$ cat src/rtl/uart_alu_pkg.sv
// Shared definitions for the UART <-> ALU client: data/opcode widths and FSM state encoding.
package uart_alu_pkg;

    localparam int unsigned NB_DATA_DFLT = 8;
    localparam int unsigned NB_OP_DFLT   = 6;
    localparam int unsigned NB_STATE     = 3;

    localparam logic [NB_STATE-1:0] ST_GET_A   = 3'd0;
    localparam logic [NB_STATE-1:0] ST_GET_B   = 3'd1;
    localparam logic [NB_STATE-1:0] ST_GET_OP  = 3'd2;
    localparam logic [NB_STATE-1:0] ST_COMPUTE = 3'd3;
    localparam logic [NB_STATE-1:0] ST_SEND    = 3'd4;

    typedef enum logic [NB_STATE-1:0] {
        GET_A   = ST_GET_A,
        GET_B   = ST_GET_B,
        GET_OP  = ST_GET_OP,
        COMPUTE = ST_COMPUTE,
        SEND    = ST_SEND
    } state_t;

    // True in the states that pop a request byte from the RX FIFO.
    function automatic logic is_get_state(input state_t s);
        return (s == GET_A) || (s == GET_B) || (s == GET_OP);
    endfunction

    // True in the states where a partial request is waiting for its next byte.
    function automatic logic is_partial_state(input state_t s);
        return (s == GET_B) || (s == GET_OP);
    endfunction

endpackage

$ cat src/rtl/uart_if_timeout_counter.sv
// Idle-cycle counter for a partial request; expire_c pulses on the cycle the count reaches its limit.
module uart_if_timeout_counter #(
    parameter int unsigned TIMEOUT_CYCLES = 1000000,
    parameter int unsigned NB_TIMEOUT     = 20
) (
    input  logic clk,
    input  logic rst_n,
    input  logic clear,
    input  logic enable,
    output logic expire_c
);

    localparam logic [NB_TIMEOUT-1:0] LAST = NB_TIMEOUT'(TIMEOUT_CYCLES - 1);

    logic [NB_TIMEOUT-1:0] count;

    assign expire_c = enable && !clear && (count == LAST);

    // Count idle cycles; restart on clear or on expiry.
    always_ff @(posedge clk or negedge rst_n) begin
        if (!rst_n) begin
            count <= '0;
        end else if (clear || expire_c) begin
            count <= '0;
        end else if (enable) begin
            count <= count + NB_TIMEOUT'(1);
        end
    end

endmodule

$ cat src/rtl/uart_alu_interface.sv
// Client on the UART core FIFOs: pops A, B, opcode; presents them to the ALU; pushes the result.
// Optional partial-request timeout enabled by defining UART_IF_TIMEOUT_EN.
module uart_alu_interface
    import uart_alu_pkg::*;
#(
    parameter int unsigned NB_DATA        = NB_DATA_DFLT,
    parameter int unsigned NB_OP          = NB_OP_DFLT,
    parameter int unsigned TIMEOUT_CYCLES = 1000000,
    parameter int unsigned NB_TIMEOUT     = 20
) (
    input  logic               i_clk,
    input  logic               i_reset,
    input  logic               i_rx_empty,
    input  logic [NB_DATA-1:0] i_rx_data,
    input  logic               i_tx_full,
    input  logic [NB_DATA-1:0] i_alu_result,
    output logic               o_read_uart,
    output logic               o_write_uart,
    output logic [NB_DATA-1:0] o_tx_data,
    output logic [NB_DATA-1:0] o_alu_data_a,
    output logic [NB_DATA-1:0] o_alu_data_b,
    output logic [NB_OP-1:0]   o_alu_op,
    output logic               o_timeout
);

    state_t state;
    logic   running_q;
    logic   pop_c;
    logic   push_c;
    logic   expire_c;

    // Opcode byte upper bits are intentionally dropped.
    logic unused_rx_hi;
    assign unused_rx_hi = ^i_rx_data[NB_DATA-1:NB_OP];

    // Strobes stay low while reset is held (running_q is cleared asynchronously).
    assign pop_c        = running_q && is_get_state(state) && !i_rx_empty;
    assign push_c       = running_q && (state == SEND) && !i_tx_full;
    assign o_read_uart  = pop_c;
    assign o_write_uart = push_c;

`ifdef UART_IF_TIMEOUT_EN
    logic tmo_clear_c;
    logic tmo_enable_c;

    assign tmo_enable_c = is_partial_state(state) && i_rx_empty;
    assign tmo_clear_c  = pop_c || !is_partial_state(state);

    uart_if_timeout_counter #(
        .TIMEOUT_CYCLES (TIMEOUT_CYCLES),
        .NB_TIMEOUT     (NB_TIMEOUT)
    ) u_timeout (
        .clk      (i_clk),
        .rst_n    (i_reset),
        .clear    (tmo_clear_c),
        .enable   (tmo_enable_c),
        .expire_c (expire_c)
    );
`else
    logic unused_timeout_cfg;
    assign unused_timeout_cfg = ^{TIMEOUT_CYCLES, NB_TIMEOUT};
    assign expire_c = 1'b0;
`endif

    // Gate strobes off until the first clock edge after reset release.
    always_ff @(posedge i_clk or negedge i_reset) begin
        if (!i_reset) begin
            running_q <= 1'b0;
        end else begin
            running_q <= 1'b1;
        end
    end

    // Request sequencer with registered operand, opcode, result and timeout pulse.
    always_ff @(posedge i_clk or negedge i_reset) begin
        if (!i_reset) begin
            state        <= GET_A;
            o_tx_data    <= '0;
            o_alu_data_a <= '0;
            o_alu_data_b <= '0;
            o_alu_op     <= '0;
            o_timeout    <= 1'b0;
        end else begin
            o_timeout <= 1'b0;
            case (state)
                GET_A: begin
                    if (pop_c) begin
                        o_alu_data_a <= i_rx_data;
                        state        <= GET_B;
                    end
                end
                GET_B: begin
                    if (pop_c) begin
                        o_alu_data_b <= i_rx_data;
                        state        <= GET_OP;
                    end else if (expire_c) begin
                        o_timeout <= 1'b1;
                        state     <= GET_A;
                    end
                end
                GET_OP: begin
                    if (pop_c) begin
                        o_alu_op <= i_rx_data[NB_OP-1:0];
                        state    <= COMPUTE;
                    end else if (expire_c) begin
                        o_timeout <= 1'b1;
                        state     <= GET_A;
                    end
                end
                COMPUTE: begin
                    o_tx_data <= i_alu_result;
                    state     <= SEND;
                end
                SEND: begin
                    if (push_c) begin
                        state <= GET_A;
                    end
                end
                default: begin
                    state <= GET_A;
                end
            endcase
        end
    end

endmodule

$ cat config.mk
export PLATFORM = sky130hd
export DESIGN_NAME = uart_alu_interface
export DESIGN_NICKNAME = d
export VERILOG_FILES = /design/src/rtl/uart_alu_pkg.sv /design/src/rtl/uart_if_timeout_counter.sv /design/src/rtl/uart_alu_interface.sv
export SDC_FILE = /design/constraint.sdc
export NUM_CORES = 1
export LEC_CHECK = 0
export CELL_PAD_IN_SITES_DETAIL_PLACEMENT = 1
export CELL_PAD_IN_SITES_GLOBAL_PLACEMENT = 1
export CORE_AREA = 2 2 57 59
export DETAILED_ROUTE_END_ITERATION = 7
export DIE_AREA = 0 0 59 61
export DONT_BUFFER_PORTS = 1
export GPL_ROUTABILITY_DRIVEN = 0
export GPL_TIMING_DRIVEN = 0
export PLACE_DENSITY = 0.71
export SLEW_MARGIN = 20
export SYNTH_ARGS = -nofsm -noshare
export SYNTH_HDL_FRONTEND = slang
export SYNTH_SLANG_ARGS = --single-unit
$ cat constraint.sdc
create_clock -name i_clk -period 2.05 [get_ports i_clk]
set_input_delay 0.41 -clock i_clk [delete_from_list [all_inputs] [get_ports i_clk]]
set_output_delay 0.41 -clock i_clk [all_outputs]
set_load 0.005 [all_outputs]
# [After elaboration in Yosys (flattened, before gate mapping)]
# Index checks and enable logic that the tools add are counted.
# Widths: inputs -> output; s select.
[totals] in_bits=20 reg_bits=34 word_cells=32 out_inout_bits=33
[op_classes] mux=5 n_eq_ne=8 reduce_logical=13
[op_table] op="$pmux 3 s5" count=1
[op_table] op="$mux 3" count=4
[op_table] op="$ne 2x2->1 const B" count=4
[op_table] op="$eq 3x2->1 const B" count=2
[op_table] op="$reduce_and 2->1" count=3
[op_table] op="$logic_and 1x1->1" count=4
[op_table] op="$reduce_and 4->1" count=1
[op_table] op="$eq 3x1->1 const B" count=1
[op_table] op="$eq 3x3->1 const B" count=1
[op_table] op="$logic_not 3->1" count=1
[op_table] op="$logic_not 1->1" count=2
[op_table] op="$logic_or 1x1->1" count=2

# [Longest topological paths before layout]
# Gate-level depths: netlist of the first run.
[depth] word_depth=7 ltp_mapped=4 ltp_nobuf=3

# [Worst setup path after synthesis of the first run]
# Ideal clock, no wire load.
[synth_path] path_type="in2reg" start="in i_rx_empty" end="reg o_alu_data_b[0]" path_stages=4 setup_ns=0.125 t_arrival_ns=1.336 slack_ns=0.588 n_path_buf=1 cell_sequence="nand2b_1 -> or3_1 -> buf_6 -> mux2_4"
[synth_via] elab_chain_cells=3
[synth_lines] element="start: declaration" line="uart_alu_interface.sv:13" rtl="input logic i_rx_empty,"
[synth_lines] element="$logic_not 1->1" line="uart_alu_interface.sv:37" rtl="assign pop_c = running_q && is_get_state(state) && !i_rx_empty;"
[synth_lines] element="$logic_and 1x1->1" line="uart_alu_interface.sv:37"
[synth_lines] element="$reduce_and 2->1 (no line)"
[synth_lines] element="end signal: assignment" line="uart_alu_interface.sv:94" rtl="o_alu_data_b <= i_rx_data;"
[synth_lines] element="end: declaration" line="uart_alu_interface.sv:21" rtl="output logic [NB_DATA-1:0] o_alu_data_b,"
# No other way between the ends.
# A chain may end at the register's enable or synchronous reset.

# [Worst setup path in the final report of the first run]
[layout_path] start="reg state[2]" end="out o_read_uart"
[layout_via] elab_chain_cells=5 elab_cells_between_ends=7 cone_classes="eq/ne (2); reduce/logical (5)"
[layout_lines] element="start: declaration" line="uart_alu_interface.sv:26" rtl="state_t state;"
[layout_lines] element="start signal: assignment" line="uart_alu_interface.sv:77" rtl="state <= GET_A;"
[layout_lines] element="start signal: assignment" line="uart_alu_interface.sv:89" rtl="state <= GET_B;"
[layout_lines] element="start signal: assignment" line="uart_alu_interface.sv:95" rtl="state <= GET_OP;"
[layout_lines] element="$eq 3x1->1 or $logic_not 3->1 (tied branches)" line="uart_alu_pkg.sv:24" rtl="return (s == GET_A) || (s == GET_B) || (s == GET_OP);"
[layout_lines] element="$logic_or 1x1->1" line="uart_alu_pkg.sv:24"
[layout_lines] element="$logic_or 1x1->1 *" line="uart_alu_pkg.sv:24"
[layout_lines] element="$logic_and 1x1->1 * (2 in series)" line="uart_alu_interface.sv:37"
[layout_lines] element="end: declaration" line="uart_alu_interface.sv:17" rtl="output logic o_read_uart,"
# Every way passes the cells marked *; elsewhere a longest branch is shown, timed or not.

==> flow_summary.json, run 1 <==
{
  "pwr-share-seq_pct": 58.7,
  "dr.pass1.iters": 2,
  "hold_depth": 1,
  "synth_cell_types": 16,
  "layout.cells.non_filler": 128,
  "cp.arrival_ns": 1.29,
  "drive_gt1_share_pct": 44.21,
  "crit_end": "o_read_uart",
  "port_buffers": 0,
  "fin_crit_sh_pct": 83.12,
  "drt_iter0_markers": 9,
  "clock_skew_ns": 0.007813,
  "finalSetupViolCount": 0,
  "start_util_pct": 45.85,
  "grt_use_met3_pct": 8.316,
  "die_w_um": 59,
  "worst-r2r-cell-count": 4,
  "worstPathMaxFanout": 7,
  "yosys.area.top_type": "dfrtp_1",
  "die_h_um": 61,
  "synth_area_um2": 1354,
  "min_from": "i_rx_data[5]",
  "holdCritPathClass": "primary input to flip-flop",
  "track_usage_pct": 14.02,
  "design_area_um2": 1485,
  "ys_ff_latch": 34,
  "clock_tree.root_cell": "clkbuf_4",
  "wire_per_inst_um": 18.40,
  "period_minus_slack_ns": 1.704,
  "max-vdd-ir-drop_uv": 547.3,
  "met2_usage_pct": 25.87,
  "routed-via-count": 716,
  "p_comb_share_pct": 24.0,
  "antennaDiodeCount": 0,
  "io_pins": 53,
  "path_clk_slew_ns": 0.10,
  "place_area_um2": 1395,
  "clkPwrFrac_pct": 17.3,
  "worstSkewPairLatency_ns": 0.33,
  "intPower_mw": 1.512,
  "place_inst": 118,
  "grt_first_pass_wirelength_mm": 3.539,
  "cts_made_buffers": 5,
  "p_leak_nw": 0.6869,
  "grt_max_degree": 35,
  "grt_pass1_vias": 805,
  "fill_cells": 304,
  "seq_area_frac_synth_pct": 62.85,
  "nets": 114,
  "drv_cap": 0,
  "hold_viol_final": 0,
  "hpwl_mm": 1.615,
  "rr_endpoint": "o_alu_data_b[4]",
  "swShare_pct": 29.41,
  "gr-total-overflow": 0,
  "status": "complete, no violations",
  "crit_type": "flip-flop to primary output",
  "dieArea_um2": 3599,
  "drc": 0,
  "hold_slack_ns": 0.2241,
  "r2r_setup_slack_ns": 0.52,
  "synthTopCellsByArea": "dfrtp_1, mux2_2, mux2_4, nand2b_1, nand3b_1",
  "core_um2": 2953,
  "met1_usage_pct": 12.26,
  "ant_nets": 0,
  "path_cells": "nor3b_2 > a21boi_0",
  "required_ns": 1.64,
  "area_growth_pct": 9.704,
  "cts_max_level": 2,
  "antenna_found_initial": 0,
  "yosysTopAreaCellShare_pct": 62.85,
  "rsz0062_at_grt": "no",
  "synth_area_per_cell_um2": 15.93,
  "via_per_inst": 5.594,
  "cts_max_path_buffers": 2,
  "crit_path_top_delay_cell": "dfrtp_1",
  "critPathLaunchType": "flip-flop",
  "ys.warnings.count": 0,
  "fmax_ghz": 0.5869,
  "row_count": 20,
  "cts.sinks": 34,
  "cts_tree": "done",
  "routed_wl_mm": 2.355,
  "reg2reg_from": "state[1]",
  "powerDensity_nw_per_um2": 1442,
  "finalMaxSlewViolations": 0,
  "setup_tns_ns": 0,
  "p_switching_mw": 0.6299,
  "endpoint_kind": "primary output",
  "synth_nets": 105,
  "startpoint": "state[2]",
  "grt_busiest_layer": "met2",
  "cp_slowest_stage_delay_ns": 0.45,
  "synth_cells": 85
}
## through the flow
step / total power, mW / setup WS [ns] / utilization, %
finish: 2.142 / 0.3461 / 50.30
global route: 2.306 / 0.2380 / 50.30
CTS: 2.183 / 0.2972 / 50.30
detailed placement: 1.782 / 0.5277 / 47.25
global placement: 1.744 / 0.5481 / 47.25
floorplan: 1.645 / 0.5885 / -
## critical path, delay by kind of cell (launching register included)
| kind | cells | cell delay, ns |
|---|---|---|
| AOI/OAI and AO/OA | 1 | 0.27 |
| DFF | 1 | 0.45 |
| and+or+nand+nor | 1 | 0.25 |
## sequential cells by signal, indices dropped and copies added, names as in the netlist
signal and cells:
o_alu_data_a 8, o_alu_data_b 8, o_alu_op 6, o_tx_data 8
running_q 1, state 3
## power groups by stage
| stage | Combinational (mW) | Sequential [mW] | Clock (mW) |
|---|---|---|---|
| after floorplan | 0.449 | 1.20 | 0 |
| after global placement | 0.481 | 1.26 | 0 |
| after detailed placement | 0.505 | 1.28 | 0 |
| after CTS | 0.525 | 1.26 | 0.394 |
| after global routing | 0.562 | 1.31 | 0.430 |
| final | 0.514 | 1.26 | 0.370 |
## cells in the final DEF (no fill, tap or decap), types with 2 or more instances in the layout
| cell | netlist | final |
|---|---|---|
| dfrtp_1 | 34 | 34 |
| clkbuf_4 | 0 | 5 |
| mux2_2 | 23 | 23 |
| conb_1 | 2 | 2 |
| o21ai_0 | 2 | 2 |
| nand2_1 | 2 | 2 |
| nand3b_1 | 2 | 2 |
| nand2b_1 | 3 | 3 |
| mux2_4 | 8 | 8 |
| nor2_1 | 2 | 2 |
## area by class of cell
type                       instances  area [um2]  area share, %
tap                               33       41.29          2.780
sequential                        34       850.8          57.29
clock buffer                       7       55.05          3.707
buffer                             2       18.77          1.264
clock inverter                     1       5.005         0.3370
timing repair buffer               2       30.03          2.022
multi-input combinational         49       484.2          32.60
## synthesized netlist by cell type
| cell type | n |
|---|---|
| dfrtp_1 | 34 |
| mux2_2 | 23 |
| mux2_4 | 8 |
| nand2b_1 | 3 |
| conb_1 | 2 |
| nand2_1 | 2 |
| nand3b_1 | 2 |
| nor2_1 | 2 |
| o21ai_0 | 2 |
| a21boi_0 | 1 |
| and3_1 | 1 |
| buf_4 | 1 |
| buf_6 | 1 |
| nor2b_1 | 1 |
| nor3b_2 | 1 |
| or3_1 | 1 |
## metal layers
layer	vias up	share of wire, %
met1	359	38
met4	0	1.1
met2	43	50
met3	4	11
met5	-	0
li1	310	-
## logic make-up after synthesis
| family | synth area share, % |
|---|---|
| flops | 62.85 |
| mux | 28.00 |
| simple gates | 5.916 |
| compound gates | 1.294 |
| buf+inv | 1.386 |
| other cells | 0.5547 |
## worst min path at each step
stage                      endpoint  slack, ns
global route        o_alu_data_b[2]       0.19
floorplan           o_alu_data_a[0]       0.11
global placement    o_alu_data_b[7]       0.12
CTS                 o_alu_data_b[1]       0.20
detailed placement  o_alu_data_a[7]       0.12
finish                  o_alu_op[5]       0.22
## timing repair
action	4_1_cts	5_1_grt
setup buffers	0	0
gates resized for setup	0	0
endpoints found under the hold margin	34	0
hold buffers	2	0
endpoints found under the setup margin	0	0
(Power assumes the default switching activity.)
==> inputs of run 2 (changes only) <==
==> constraint.sdc (replaced) <==
create_clock -name i_clk -period 1.6 [get_ports i_clk]
set_input_delay 0.32 -clock i_clk [delete_from_list [all_inputs] [get_ports i_clk]]
set_output_delay 0.32 -clock i_clk [all_outputs]
set_load 0.005 [all_outputs]
==> run 2 against run 1 <==
  * Core utilization grew 0.21 points
  * Sequential power grew 29%
  * Final cell count is the same
  * Clock-buffer cell count is the same
  * Clock skew is essentially flat
  * Hold slack lost 0.090 ns
  * Non-clock buffer count is the same
  * First-iteration DRC count is the same
  * Register-to-register slack lost 0.45 ns
  * Largest cell class unchanged
==> flow_summary.json, run 2 (same netlist as run 1, synthesis figures left out) <==
{
  "swShare_pct": 29.50,
  "clkPwrFrac_pct": 17.2,
  "worstSkewPairLatency_ns": 0.33,
  "finalPower_mw": 2.756,
  "dieArea_um2": 3599,
  "powerDensity_nw_per_um2": 1848,
  "finalMaxSlewViolations": 0,
  "rsz0062_at_grt": "yes",
  "die_h_um": 61,
  "antennaDiodeCount": 0,
  "cp_slowest_stage_delay_ns": 0.46,
  "intPower_mw": 1.943,
  "required_ns": 1.81,
  "p_comb_share_pct": 23.9,
  "routed_wl_mm": 2.353,
  "die_w_um": 59,
  "core_um2": 2953,
  "endpoint_kind": "flip-flop",
  "holdCritPathClass": "primary input to flip-flop",
  "clock_skew_ns": 0.008037,
  "finalSetupViolCount": 0,
  "hold_depth": 1,
  "p_leak_nw": 0.6852,
  "startpoint": "state[1]",
  "final_util_pct": 50.51,
  "p_switching_mw": 0.8129,
  "fmax_ghz": 0.6548,
  "port_buffers": 0,
  "drc": 0,
  "layout.cells.non_filler": 128,
  "max-vdd-ir-drop_uv": 705.1,
  "cts_max_level": 2,
  "final_cell_mix": "dfrtp_1, mux2_2, mux2_4, clkbuf_4, nand2b_1",
  "grt_max_degree": 35,
  "cts_made_buffers": 5,
  "rr_endpoint": "o_alu_data_b[4]",
  "crit_end": "o_alu_data_b[4]",
  "pwr-share-seq_pct": 58.9,
  "antenna_found_initial": 0,
  "clock_tree.root_cell": "clkbuf_4",
  "start_util_pct": 45.85,
  "drv_cap": 0,
  "via_per_inst": 5.578,
  "hpwl_mm": 1.615,
  "ant_nets": 0,
  "path_clk_slew_ns": 0.10,
  "worst-r2r-cell-count": 4,
  "fin_crit_sh_pct": 95.45,
  "place_inst": 118,
  "top_regs": "o_alu_data_a (8), o_alu_data_b (8), o_tx_data (8)",
  "track_usage_pct": 14.07,
  "nets": 114,
  "drive_gt1_share_pct": 47.37,
  "io_pins": 53,
  "cp.arrival_ns": 1.74,
  "area_growth_pct": 10.17,
  "layout_commonest_cell": "dfrtp_1",
  "crit_path_top_delay_cell": "dfrtp_2",
  "hold_viol_final": 0,
  "worstPathMaxFanout": 9,
  "period_minus_slack_ns": 1.527,
  "path_cells": "nand2b_1 > or3_1 > buf_6 > mux2_4",
  "grt_pass1_vias": 804,
  "row_count": 20,
  "gr-total-overflow": 0,
  "critPathLaunchType": "flip-flop",
  "cts_tree": "done",
  "wire_per_inst_um": 18.38,
  "grt_first_pass_wirelength_mm": 3.553,
  "crit_type": "flip-flop to flip-flop",
  "r2r_setup_slack_ns": 0.07,
  "status": "complete, no violations",
  "routed-via-count": 714,
  "cts_max_path_buffers": 2,
  "dr.pass1.iters": 2,
  "cts.sinks": 34,
  "drt_iter0_markers": 9,
  "postCtsSetupBuffers": 0,
  "reg2reg_from": "state[1]"
}
## run 2: area by class of cell
| class | count | area (um2) |
|---|---|---|
| clock buffer | 7 | 55.05 |
| sequential | 34 | 853.3 |
| timing repair buffer | 2 | 30.03 |
| fill | 303 | 1461 |
| multi-input combinational | 49 | 488.0 |
| buffer | 2 | 18.77 |
| tap | 33 | 41.29 |
| clock inverter | 1 | 5.005 |
## run 2: power groups by stage
stage / sequential [mW] / clock (mW) / combinational, mW
after global placement: 1.62 / 0 / 0.616
after detailed placement: 1.64 / 0 / 0.647
after global routing: 1.69 / 0.551 / 0.721
after CTS: 1.62 / 0.505 / 0.674
after floorplan: 1.53 / 0 / 0.576
final: 1.62 / 0.473 / 0.660
## run 2: stage by stage
| stage | instance area, um2 | setup TNS [ns] | worst slack, ns | hold slack [ns] |
|---|---|---|---|---|
| CTS | 1489 | 0 | 0.008568 | 0.1144 |
| global route | 1491 | -0.005051 | -0.005051 | 0.09663 |
| finish | 1491 | 0 | 0.07279 | 0.1344 |
| floorplan | 1354 | 0 | 0.1809 | 0.02441 |
| global placement | 1395 | 0 | 0.1049 | 0.02505 |
| detailed placement | 1395 | 0 | 0.07769 | 0.02512 |
## run 2: timing repair
item	4_1_cts	5_1_grt
resized for setup	2	2
pin swaps	0	1
hold buffers	2	0
setup endpoints to repair	1	6
endpoints found under the hold margin	34	0
## run 2: routing by layer
| layer | GRT usage [%] | vias to the layer above | wire [um] | share of wire [%] |
|---|---|---|---|---|
| met1 | 12.40 | 358 | 881 | 37 |
| met4 | 5.844 | 0 | 25 | 1.1 |
| li1 | - | 309 | - | - |
| met5 | 0 | - | 0 | 0 |
| met2 | 25.87 | 43 | 1179 | 50 |
| met3 | 8.316 | 4 | 267 | 11 |
## run 2: critical path, delay by kind of cell, from the launching register on
| kind | cells | cell delay [ns] |
|---|---|---|
| buf+inv | 1 | 0.17 |
| mux | 1 | 0.30 |
| simple gates | 2 | 0.50 |
| flops | 1 | 0.46 |
## run 2: worst min-delay path by stage
stage,from,to
after floorplan,i_reset,o_alu_data_a[0]
after global placement,i_reset,o_alu_data_b[7]
after detailed placement,i_reset,o_alu_data_a[7]
after CTS,i_rx_data[1],o_alu_data_b[1]
after global routing,i_rx_data[2],o_alu_data_b[2]
final,i_rx_data[5],o_alu_op[5]
